[config.mk]
export PLATFORM = sky130hd
export DESIGN_NAME = flag_status_unit
export DESIGN_NICKNAME = d
export VERILOG_FILES = /design/src/rtl/flag_status_unit.sv
export SDC_FILE = /design/constraint.sdc
export NUM_CORES = 1
export LEC_CHECK = 0
export CORE_ASPECT_RATIO = 1.4
export CORE_MARGIN = 2
export CORE_UTILIZATION = 26
export DETAILED_ROUTE_END_ITERATION = 6
export PLACE_DENSITY = 0.75
export SYNTH_ARGS = -nofsm -noshare
export SYNTH_HDL_FRONTEND = slang
export SYNTH_SLANG_ARGS = --single-unit
[constraint.sdc]
create_clock -name clk -period 1.6 [get_ports clk]
set_clock_uncertainty 0.2 [all_clocks]
set_input_delay 0.4 -clock clk [delete_from_list [all_inputs] [get_ports clk]]
set_output_delay 0.4 -clock clk [all_outputs]
set_load 0.02 [all_outputs]
[src/rtl/flag_status_unit.sv]
// flag_status_unit
// Architectural NZCV status flags, written by the EX-stage ALU and read by
// the ID-stage condition checker. It also handles MSR-style direct writes and
// a one-level exception save/restore.
// Optional feature macro: FLAG_BYPASS_EN. When it is defined, status_fwd
// carries the next-state flags so the following instruction needs no bubble.
// When it is undefined, status_fwd is the registered status.
module flag_status_unit #(
    parameter int         WIDTH       = 32,
    parameter logic [3:0] RESET_FLAGS = 4'b0000
) (
    input  logic             clk,
    input  logic             rst_n,
    input  logic             stall,
    input  logic             flush,
    input  logic             ex_valid,
    input  logic             ex_s,
    input  logic [3:0]       ex_cmd,
    input  logic [WIDTH-1:0] alu_result,
    input  logic             alu_c,
    input  logic             alu_v,
    input  logic             msr_valid,
    input  logic [3:0]       msr_data,
    input  logic             exc_entry,
    input  logic             exc_return,
    output logic [3:0]       status,
    output logic [3:0]       status_fwd,
    output logic [3:0]       saved_status,
    output logic             in_exc
);

    typedef enum logic [0:0] {
        ST_NORMAL = 1'b0,
        ST_EXC    = 1'b1
    } state_t;

    state_t     r_state;
    logic [3:0] r_status;
    logic [3:0] r_saved;
    logic       r_in_exc;

    logic [3:0] w_gen_flags;
    logic [3:0] w_next_status;
    logic       w_ret_take;
    logic       w_ex_take;

    // Build {N,Z,C,V} from an ALU result. Only the arithmetic commands
    // (0010..0101) produce a new carry and overflow. Every other command
    // keeps the current C and V.
    function automatic logic [3:0] gen_flags(
        input logic [WIDTH-1:0] res,
        input logic [3:0]       cmd,
        input logic             c_in,
        input logic             v_in,
        input logic [3:0]       cur
    );
        logic n_f;
        logic z_f;
        logic is_arith;
        n_f      = res[WIDTH-1];
        z_f      = (res == {WIDTH{1'b0}});
        is_arith = (cmd >= 4'd2) && (cmd <= 4'd5);
        if (is_arith) begin
            gen_flags = {n_f, z_f, c_in, v_in};
        end else begin
            gen_flags = {n_f, z_f, cur[1], cur[0]};
        end
    endfunction

    // Decode which update sources qualify this cycle, then pick the next
    // flags. The checks run in priority order, so the first match wins.
    always_comb begin
        w_ret_take    = exc_return && (r_state == ST_EXC);
        w_ex_take     = ex_valid && ex_s && !flush;
        w_gen_flags   = gen_flags(alu_result, ex_cmd, alu_c, alu_v, r_status);
        w_next_status = r_status;
        if (w_ret_take) begin
            w_next_status = r_saved;
        end else if (exc_entry) begin
            // The instruction is squashed, so its flag update and any MSR
            // write are dropped.
            w_next_status = r_status;
        end else if (w_ex_take) begin
            w_next_status = w_gen_flags;
        end else if (msr_valid) begin
            w_next_status = msr_data;
        end else begin
            w_next_status = r_status;
        end
    end

    // Flag register plus the NORMAL/EXC machine with its shadow copy.
    // A stall freezes all of this state.
    always_ff @(posedge clk or negedge rst_n) begin
        if (!rst_n) begin
            r_state  <= ST_NORMAL;
            r_status <= RESET_FLAGS;
            r_saved  <= RESET_FLAGS;
            r_in_exc <= 1'b0;
        end else if (!stall) begin
            r_status <= w_next_status;
            case (r_state)
                ST_NORMAL: begin
                    // exc_return is ignored here.
                    if (exc_entry) begin
                        r_saved  <= r_status;
                        r_state  <= ST_EXC;
                        r_in_exc <= 1'b1;
                    end
                end
                ST_EXC: begin
                    if (exc_return) begin
                        r_state  <= ST_NORMAL;
                        r_in_exc <= 1'b0;
                    end else if (exc_entry) begin
                        // A nested entry refreshes the single shadow slot.
                        r_saved <= r_status;
                    end
                end
                default: begin
                    r_state  <= ST_NORMAL;
                    r_in_exc <= 1'b0;
                end
            endcase
        end
    end

    assign status       = r_status;
    assign saved_status = r_saved;
    assign in_exc       = r_in_exc;

`ifdef FLAG_BYPASS_EN
    // Forward the flags the next edge will load. During reset and during a
    // stall, show the registered value.
    assign status_fwd = (!rst_n || stall) ? r_status : w_next_status;
`else
    assign status_fwd = r_status;
`endif

endmodule

; ---- After elaboration in Yosys (flattened, before gate mapping)
; Index checks and enable logic that the tools add are counted.
; Widths: inputs -> output; s select.
[word_totals]
reg_bits = 10
inputBits = 51
out_inout_bits = 13
word_cells = 39
[classes]
n_lt_le_gt_ge = 2
eq_ne = 5
muxes = 14
bitwise = 2
reduce_logical = 11
[ops]
columns = op, count
row1 = $logic_not 32->1, 1
row2 = $mux 4, 6
row3 = $pmux 4 s2, 1
row4 = $ne 2x2->1 const B, 3
row5 = $reduce_and 3->1, 2
row6 = $ge 4x2->1 const B, 1
row7 = $le 4x3->1 const B, 1
row8 = $logic_and 1x1->1, 4
row9 = $mux 1, 4
row10 = $pmux 1 s2, 2
row11 = $reduce_and 4->1, 1
row12 = $ne 3x2->1 const B, 1
row13 = $reduce_bool 3->1, 1
row14 = $mux 2, 1
row15 = $ne 2x1->1 const B, 1
row16 = $not 1->1, 2
row17 = $reduce_and 2->1, 1
row18 = $logic_not 1->1, 1

; ---- Longest topological paths before layout
; Gate-level depths: netlist of the first run.
[depth]
ltp_word = 6
ltp_mapped = 5
ltp_nobuf = 4

; ---- Worst setup path before layout of the first run
; No wires, ideal clock.
[synth_timing]
path_kind = input to register
start = input port flush
end = register r_status[0], in the netlist status[0]
setup_ns = 0.128
arrival_time_ns = 1.513
t_required_ns = 1.272
slack_ns = -0.241
stages = 4
path_buffers = 0
cell_sequence = nand3b_4 or3_1 a221o_1 mux2_1
[synth_via]
elab_chain_cells = 5
word_cells_on_any_way = 8
[synth_lines]
columns = element, line
row1 = start: declaration, 15  ; input logic flush,
row2 = $logic_not 1->1 (*), 74  ; w_ex_take = ex_valid && ex_s && !flush;
row3 = $logic_and 1x1->1 (*), 74
row4 = $mux 4, 83  ; end else if (w_ex_take) begin
row5 = $mux 4, 79  ; end else if (exc_entry) begin
row6 = $mux 4, 77  ; if (w_ret_take) begin
row7 = end signal: assignment, 101  ; r_status <= w_next_status;
row8 = end: declaration, 38  ; logic [3:0] r_status;
; Every way passes the cells marked *; elsewhere a longest branch is shown, timed or not. The select of a mux whose other input is x is not followed.
; A chain may end at the register's enable or synchronous reset.

; ---- Worst setup path after layout of the first run
; Same ends and word-level chain as after synthesis.

==> impl_results.md, run 1 <==
* Status: complete, but fails checks
* Failing checks: setup timing
* Placed Area at 1369 um2
* Slew @ Worst Pin at 0.4698 ns
* Tot Pwr at 1.284 mW
* Worst Slack Setup Final at -0.07405 ns
* DR iter-0 viols at 13
* Maximum VDD drop at 525.4 uV
* Grt ovf at 0
* Clock tree buffer depth at 2
* Die Height at 63.19 um
* Routed length per instance at 12.07 um
* First-pass GRT wire length at 3270 um
* Final non-filler cell total at 177
* Post-DRT Antenna Nets at 0
* Syn Std Cell Area at 650.6 um2
* Initial core utilization at 0.2721
* Residual DRC at 0
* Routed WL at 2136 um
* Vias per cell at 4.740
* RSZ-0062 raised after global routing: yes
* CP delay by family, top: simple AND/OR/NAND/NOR gates
* Worst-path clk slew at 0.07 ns
* Syn nets at 120
* Post-DP HPWL at 1773 um
* Max H-tree Level at 1
* Final Core Density at 0.5866
* Setup TNS at -0.1469 ns
* First drt pass iteration count at 4
* Endpoint type of the worst setup path: flip-flop
* Multi-input gate area at 405.4 um2
* Vias in the first global route at 839
* Hold_ws at 0.2452 ns
* Routability cong. at 0.8115
* Post-layout min period at 1.674 ns
* Crit path launch type: input pin
* Slowest-stage cell, CP: or3_1
* Share of cells above drive strength 1 at 0.3287
* Tcrit/Tclk final at 1.046
* Placed insts at 172
* Hold Buf Count CTS at 0
* Final Hold Vio Count at 0
* CTS tree: built
* Reported max-cap violation count at 0
* Vias at 839
* Syn_area_per_cell at 9.429 um2
* N_diodes at 0
* Antenna violations before repair at 0
* Post-Place Worst Slack at -0.7537 ns
* Buffers and inverters on the worst path at 1
* Syn Inst Count at 69
* Area Growth Syn to Fin at 115.6%
* Gr usage total at 0.1510
* Fill count at 217
* # rows at 21
* Leak pwr at 0.7027 nW
* Largest net degree at the start of global routing at 11
* Die area at 2924 um2
* Final setup violation count at 2
* Sink Count at 10
* Die X at 46.28 um
* Clk_lat worst skew at 0.27 ns
* Worst path cell trace: buf_6, nand3b_4, or3_1, a221o_1, mux2_4
* Hold WC Path Type: input pin to asynchronous set/reset pin
* Core area at 2391 um2
* Nets at 195
* Warnings from Yosys at 0
* CTS Buf Count at 3
* Pwr Density at 915.4 nW/um2
* Register area at 250.2 um2
* Max incr delay on CP at 0.35 ns
* Worst Path Required at 1.56 ns
* Clock Tree Root: clkbuf_4
* Max Slew Vio Count at 0
* Netlist cell types at 26
* Critical path type: input pin to flip-flop
* # IOs at 64
* Slew margin rel. at 0.6858
* Data arrival, critical path at 1.64 ns
* Synth Register Bits at 10
* PortBufs at 62
* Finished Cell Area at 1403 um2
* Post-synthesis sequential area ratio at 0.3846
* CP max FO at 2
* F_max at 597.4 MHz
==> report_power, final <==
group          internal (mW)  switching, mW  leakage (nW)
registers              0.341         0.0648         0.118
logic                  0.342          0.304         0.564
clock network          0.138         0.0936        0.0210
total                  0.822          0.462         0.703
==> state kept, by name (all words and copies together) (netlist names) <==
signal,count
r_state,1
saved_status,4
status,4
in_exc,1
==> final cells by class <==
class | instances | area share
inverter | 1 | 0.002676
tap | 34 | 0.03033
clock buffer | 4 | 0.02587
timing repair buffer | 75 | 0.4737
multi-input combinational | 53 | 0.2890
sequential | 10 | 0.1784
==> placed cells by master (no fill, tap or decap), types with 2 or more instances in the layout <==
cell	Yosys	final
mux2_2	6	6
dfrtp_1	10	10
clkdlybuf4s15_1	0	6
a31oi_1	3	3
nor4_1	8	4
mux2_4	0	2
buf_2	1	3
clkbuf_4	0	3
a21oi_1	2	2
buf_4	4	13
nor2_1	5	5
dlymetal6s2s_1	0	8
nor4_2	0	4
buf_6	0	2
dlygate4sd2_1	0	21
clkbuf_2	0	7
clkdlybuf4s50_1	0	15
nand2_1	11	10
==> cells by family after synthesis <==
kind of cell,synth area share
compound gates,0.1366
xor+xnor,0.01346
buf+inv,0.05960
flops,0.3846
mux,0.1385
simple gates,0.2673
==> synthesized netlist by cell type <==
cell type,instances,area share
buf_2,1,0.0077
nor4_1,8,0.077
mux2_2,6,0.10
a211o_1,1,0.013
and3b_2,1,0.015
mux2_1,2,0.035
a21oi_1,2,0.015
nand4_1,1,0.0096
dfrtp_1,10,0.38
nor2_1,5,0.029
nand2b_1,1,0.0096
inv_1,1,0.0058
o211ai_1,1,0.012
xnor2_1,1,0.013
a211oi_1,1,0.012
a221o_1,1,0.015
or3_1,1,0.0096
a2111oi_0,1,0.013
nand3b_4,1,0.031
and2_1,1,0.0096
nand2_1,11,0.063
a31oi_1,3,0.029
nand4b_1,1,0.013
a21o_1,1,0.012
o21ai_0,2,0.015
buf_4,4,0.046
==> layer usage <==
metal / track usage / up-vias / wire (um)
met5: 0 / - / 0
met4: 0.06429 / 0 / 24
met3: 0.04585 / 4 / 215
met2: 0.2500 / 53 / 1075
met1: 0.1702 / 375 / 820
li1: - / 407 / -
==> worst paths after layout <==
check                      cells past startpoint  slack, ns                start                           to
setup / recovery                               5      -0.07                flush        status[0]$_DFFE_PN0P_
hold / removal                                 1       0.25                rst_n  saved_status[0]$_DFFE_PN0P_
setup reg to reg                               4       0.02  r_state$_DFFE_PN0N_        status[0]$_DFFE_PN0P_
hold reg to reg                                2       0.32   in_exc$_DFFE_PN0P_           in_exc$_DFFE_PN0P_
max in group asynchronous                      1       0.62                rst_n        status[3]$_DFFE_PN0P_
min in group clk                               2       0.32   in_exc$_DFFE_PN0P_           in_exc$_DFFE_PN0P_
==> timing repair <==
action                                  CTS  global route
resized for setup                        70            23
gates cloned                              0             0
endpoints found under the setup margin   21            18
pin swaps                                15             8
setup buffers                             1             0
==> worst register-to-register path, stage by stage, from the launching register on <==
cell and delay (ns):
dfrtp_1 0.38, and2_4 0.17, a21oi_1 0.04, a221o_1 0.37, mux2_4 0.31
Note: power is estimated with default switching activity, not from simulation.
==> run 2, diff against run 1 <==
--- a/config.mk
+++ b/config.mk
@@ -7,9 +7,9 @@
 export LEC_CHECK = 0
 export CORE_ASPECT_RATIO = 1.4
 export CORE_MARGIN = 2
-export CORE_UTILIZATION = 26
+export CORE_UTILIZATION = 31
 export DETAILED_ROUTE_END_ITERATION = 6
-export PLACE_DENSITY = 0.75
+export PLACE_DENSITY = 0.84
 export SYNTH_ARGS = -nofsm -noshare
 export SYNTH_HDL_FRONTEND = slang
 export SYNTH_SLANG_ARGS = --single-unit
==> constraint.sdc (replaced) <==
create_clock -name clk -period 2.1 [get_ports clk]
set_clock_uncertainty 0.2 [all_clocks]
set_input_delay 0.525 -clock clk [delete_from_list [all_inputs] [get_ports clk]]
set_output_delay 0.525 -clock clk [all_outputs]
set_load 0.02 [all_outputs]
==> run 2 against run 1 <==
Net effect:
- the flow now finishes without violations
- critical path type is now flip-flop to output port
- sequential power decreased by 21%
- clock power decreased by 22%
- largest cell class unchanged
- final cell count decreased by 12%
- critical endpoint is now status[2]
- register-to-register slack improved by 0.47 ns
==> impl_results.md, run 2 (same netlist as run 1, synthesis figures left out) <==
* Status: completed
* Vias at 819
* Clk_lat worst skew at 0.28 ns
* Routed length per instance at 14.66 um
* Top routing layer used: met4
* DR iter-0 viols at 14
* Final Hold Vio Count at 0
* Clock Tree Root: clkbuf_4
* CTS tree: built
* Final setup violation count at 0
* Tot Pwr at 1.032 mW
* Hold_ws at 0.3333 ns
* Initial core utilization at 0.3297
* First-pass GRT wire length at 3788 um
* Reported max-cap violation count at 0
* Sink Count at 10
* Worst-path clk slew at 0.08 ns
* PortBufs at 62
* # rows at 19
* Reg2reg end: status[1]$_DFFE_PN0P_
* Data arrival, critical path at 1.32 ns
* Max Slew Vio Count at 0
* Die Height at 58.21 um
* Endpoint type of the worst setup path: output port
* Share of cells above drive strength 1 at 0.1567
* Post-DP HPWL at 1893 um
* Hold Crit Depth at 1
* N_diodes at 0
* Core area at 1973 um2
* RSZ-0062 raised after global routing: no
* Area Growth Syn to Fin at 107.9%
* Slew margin rel. at 0.6874
* Largest net degree at the start of global routing at 11
* Post-DRT Antenna Nets at 0
* Routed WL at 2273 um
* F_max at 489.8 MHz
* Vias in the first global route at 901
* Grt ovf at 0
* Crit. Startpoint: status[2]$_DFFE_PN0P_
* Die area at 2487 um2
* CP delay by family, top: buffers and inverters
* Worst Path Required at 1.37 ns
* M1 wire length at 762 um
* Antenna violations before repair at 0
* R2r setup slk at 0.49 ns
* Residual DRC at 0
* Slowest-stage cell, CP: clkdlybuf4s50_1
* DR WL met2 at 1263 um
* First drt pass iteration count at 2
* Hold WC Path Type: flip-flop to flip-flop
* CP max FO at 4
* Post-layout min period at 2.042 ns
* Clock tree buffer depth at 2
* Gr usage total at 0.2005
* FF-to-FF path depth at 4
* Buffers and inverters on the worst path at 1
* Cell count along the critical path at 1
* Commonest cells after routing, fill and taps aside: clkdlybuf4s50_1 (57), nand2_1 (11), dfrtp_1 (10)
* WL met3 at 201 um
* Slew @ Worst Pin at 0.4675 ns
* Worst path cell trace: clkdlybuf4s50_1
* Die X at 42.72 um
* Worst R2R Start: r_state$_DFFE_PN0N_
* # IOs at 64
* Crit path launch type: flip-flop
* Max incr delay on CP at 0.63 ns
* Max H-tree Level at 1
* Leak pwr at 0.5580 nW
* Routability cong. at 0.8003
* Nets at 186
* Vias per cell at 5.284
* Most common cell after layout, fill and taps aside: clkdlybuf4s50_1
* Maximum VDD drop at 502.8 uV
* Crit path to: status[2]
* CTS Buf Count at 3
* Tcrit/Tclk final at 0.9723
* Pwr Density at 762.9 nW/um2
* Critical path type: flip-flop to output port
==> run 2: cell count changes in the layout (fill, tap and decap cells not counted), sizes merged <==
cell,change
clkdlybuf4s50,+42
dlygate4sd2,-17
buf,-14
clkbuf,-7
dlymetal6s2s,-7
clkdlybuf4s15,-6
==> run 2: how the worst min path moves through the flow <==
stage | slack (ns) | to | start
4_1_cts | 0.34 | in_exc$_DFFE_PN0P_ | in_exc$_DFFE_PN0P_
3_3_place_gp | 0.29 | in_exc$_DFFE_PN0P_ | in_exc$_DFFE_PN0P_
6_report | 0.33 | saved_status[1]$_DFFE_PN0P_ | saved_status[1]$_DFFE_PN0P_
2_1_floorplan | 0.03 | in_exc$_DFFE_PN0P_ | rst_n
5_1_grt | 0.36 | saved_status[2]$_DFFE_PN0P_ | saved_status[2]$_DFFE_PN0P_
3_5_place_dp | 0.30 | in_exc$_DFFE_PN0P_ | in_exc$_DFFE_PN0P_
==> run 2: timing repair <==
action | CTS | global route
endpoints found under the setup margin | 3 | 3
buffers inserted | 0 | 0
resized for setup | 6 | 5
pin swaps | 2 | 2
hold buffers | 0 | 0
endpoints found under the hold margin | 0 | 0
==> run 2: final cells by class <==
cell class / count / area [um2]
Clock buffer: 4 / 36.28
Fill cell: 161 / 620.6
Inverter: 1 / 3.754
Multi-Input combinational cell: 53 / 387.9
Sequential cell: 10 / 250.2
Tap cell: 21 / 26.28
Timing Repair Buffer: 66 / 648.1
==> run 2: power breakdown <==
| group | total [mW] | leakage (nW) | internal, mW | switching [mW] |
|---|---|---|---|---|
| Clock | 0.180 | 0.0210 | 0.105 | 0.0748 |
| Combinational | 0.533 | 0.419 | 0.311 | 0.222 |
| Sequential | 0.319 | 0.118 | 0.260 | 0.0586 |
==> run 2: through the flow <==
step	std cells	area [um2]	utilization	setup WS (ns)	TNS [ns]
after CTS	155	1331	0.6747	0.002952	0
after floorplan	69	650.6	-	0.1343	0
after detailed placement	151	1292	0.6550	-0.3746	-1.330
after global placement	151	1292	0.6550	-0.3378	-0.9534
final	155	1353	0.6855	0.05818	0
after global routing	155	1353	0.6855	0.03419	0
==> run 2: metal layers <==
layer,up-vias,GRT usage
met5,-,0
met4,0,0.06696
met3,6,0.04673
met2,55,0.3853
met1,370,0.2062
li1,388,-
==> run 2: worst register-to-register path, cell delays in order (launching register included) <==
cell and delay [ns]:
dfrtp_1 0.40, and2_1 0.19, a21oi_1 0.05, a221o_1 0.36, mux2_4 0.31
==> run 3, diff against run 2 <==
--- a/config.mk
+++ b/config.mk
@@ -8,6 +8,7 @@
 export CORE_ASPECT_RATIO = 1.4
 export CORE_MARGIN = 2
 export CORE_UTILIZATION = 31
+export CTS_CLUSTER_SIZE = 14
 export DETAILED_ROUTE_END_ITERATION = 6
 export PLACE_DENSITY = 0.84
 export SYNTH_ARGS = -nofsm -noshare
==> results of run 3 <==
Final layout, timing and power as in run 2 (identical DEF).
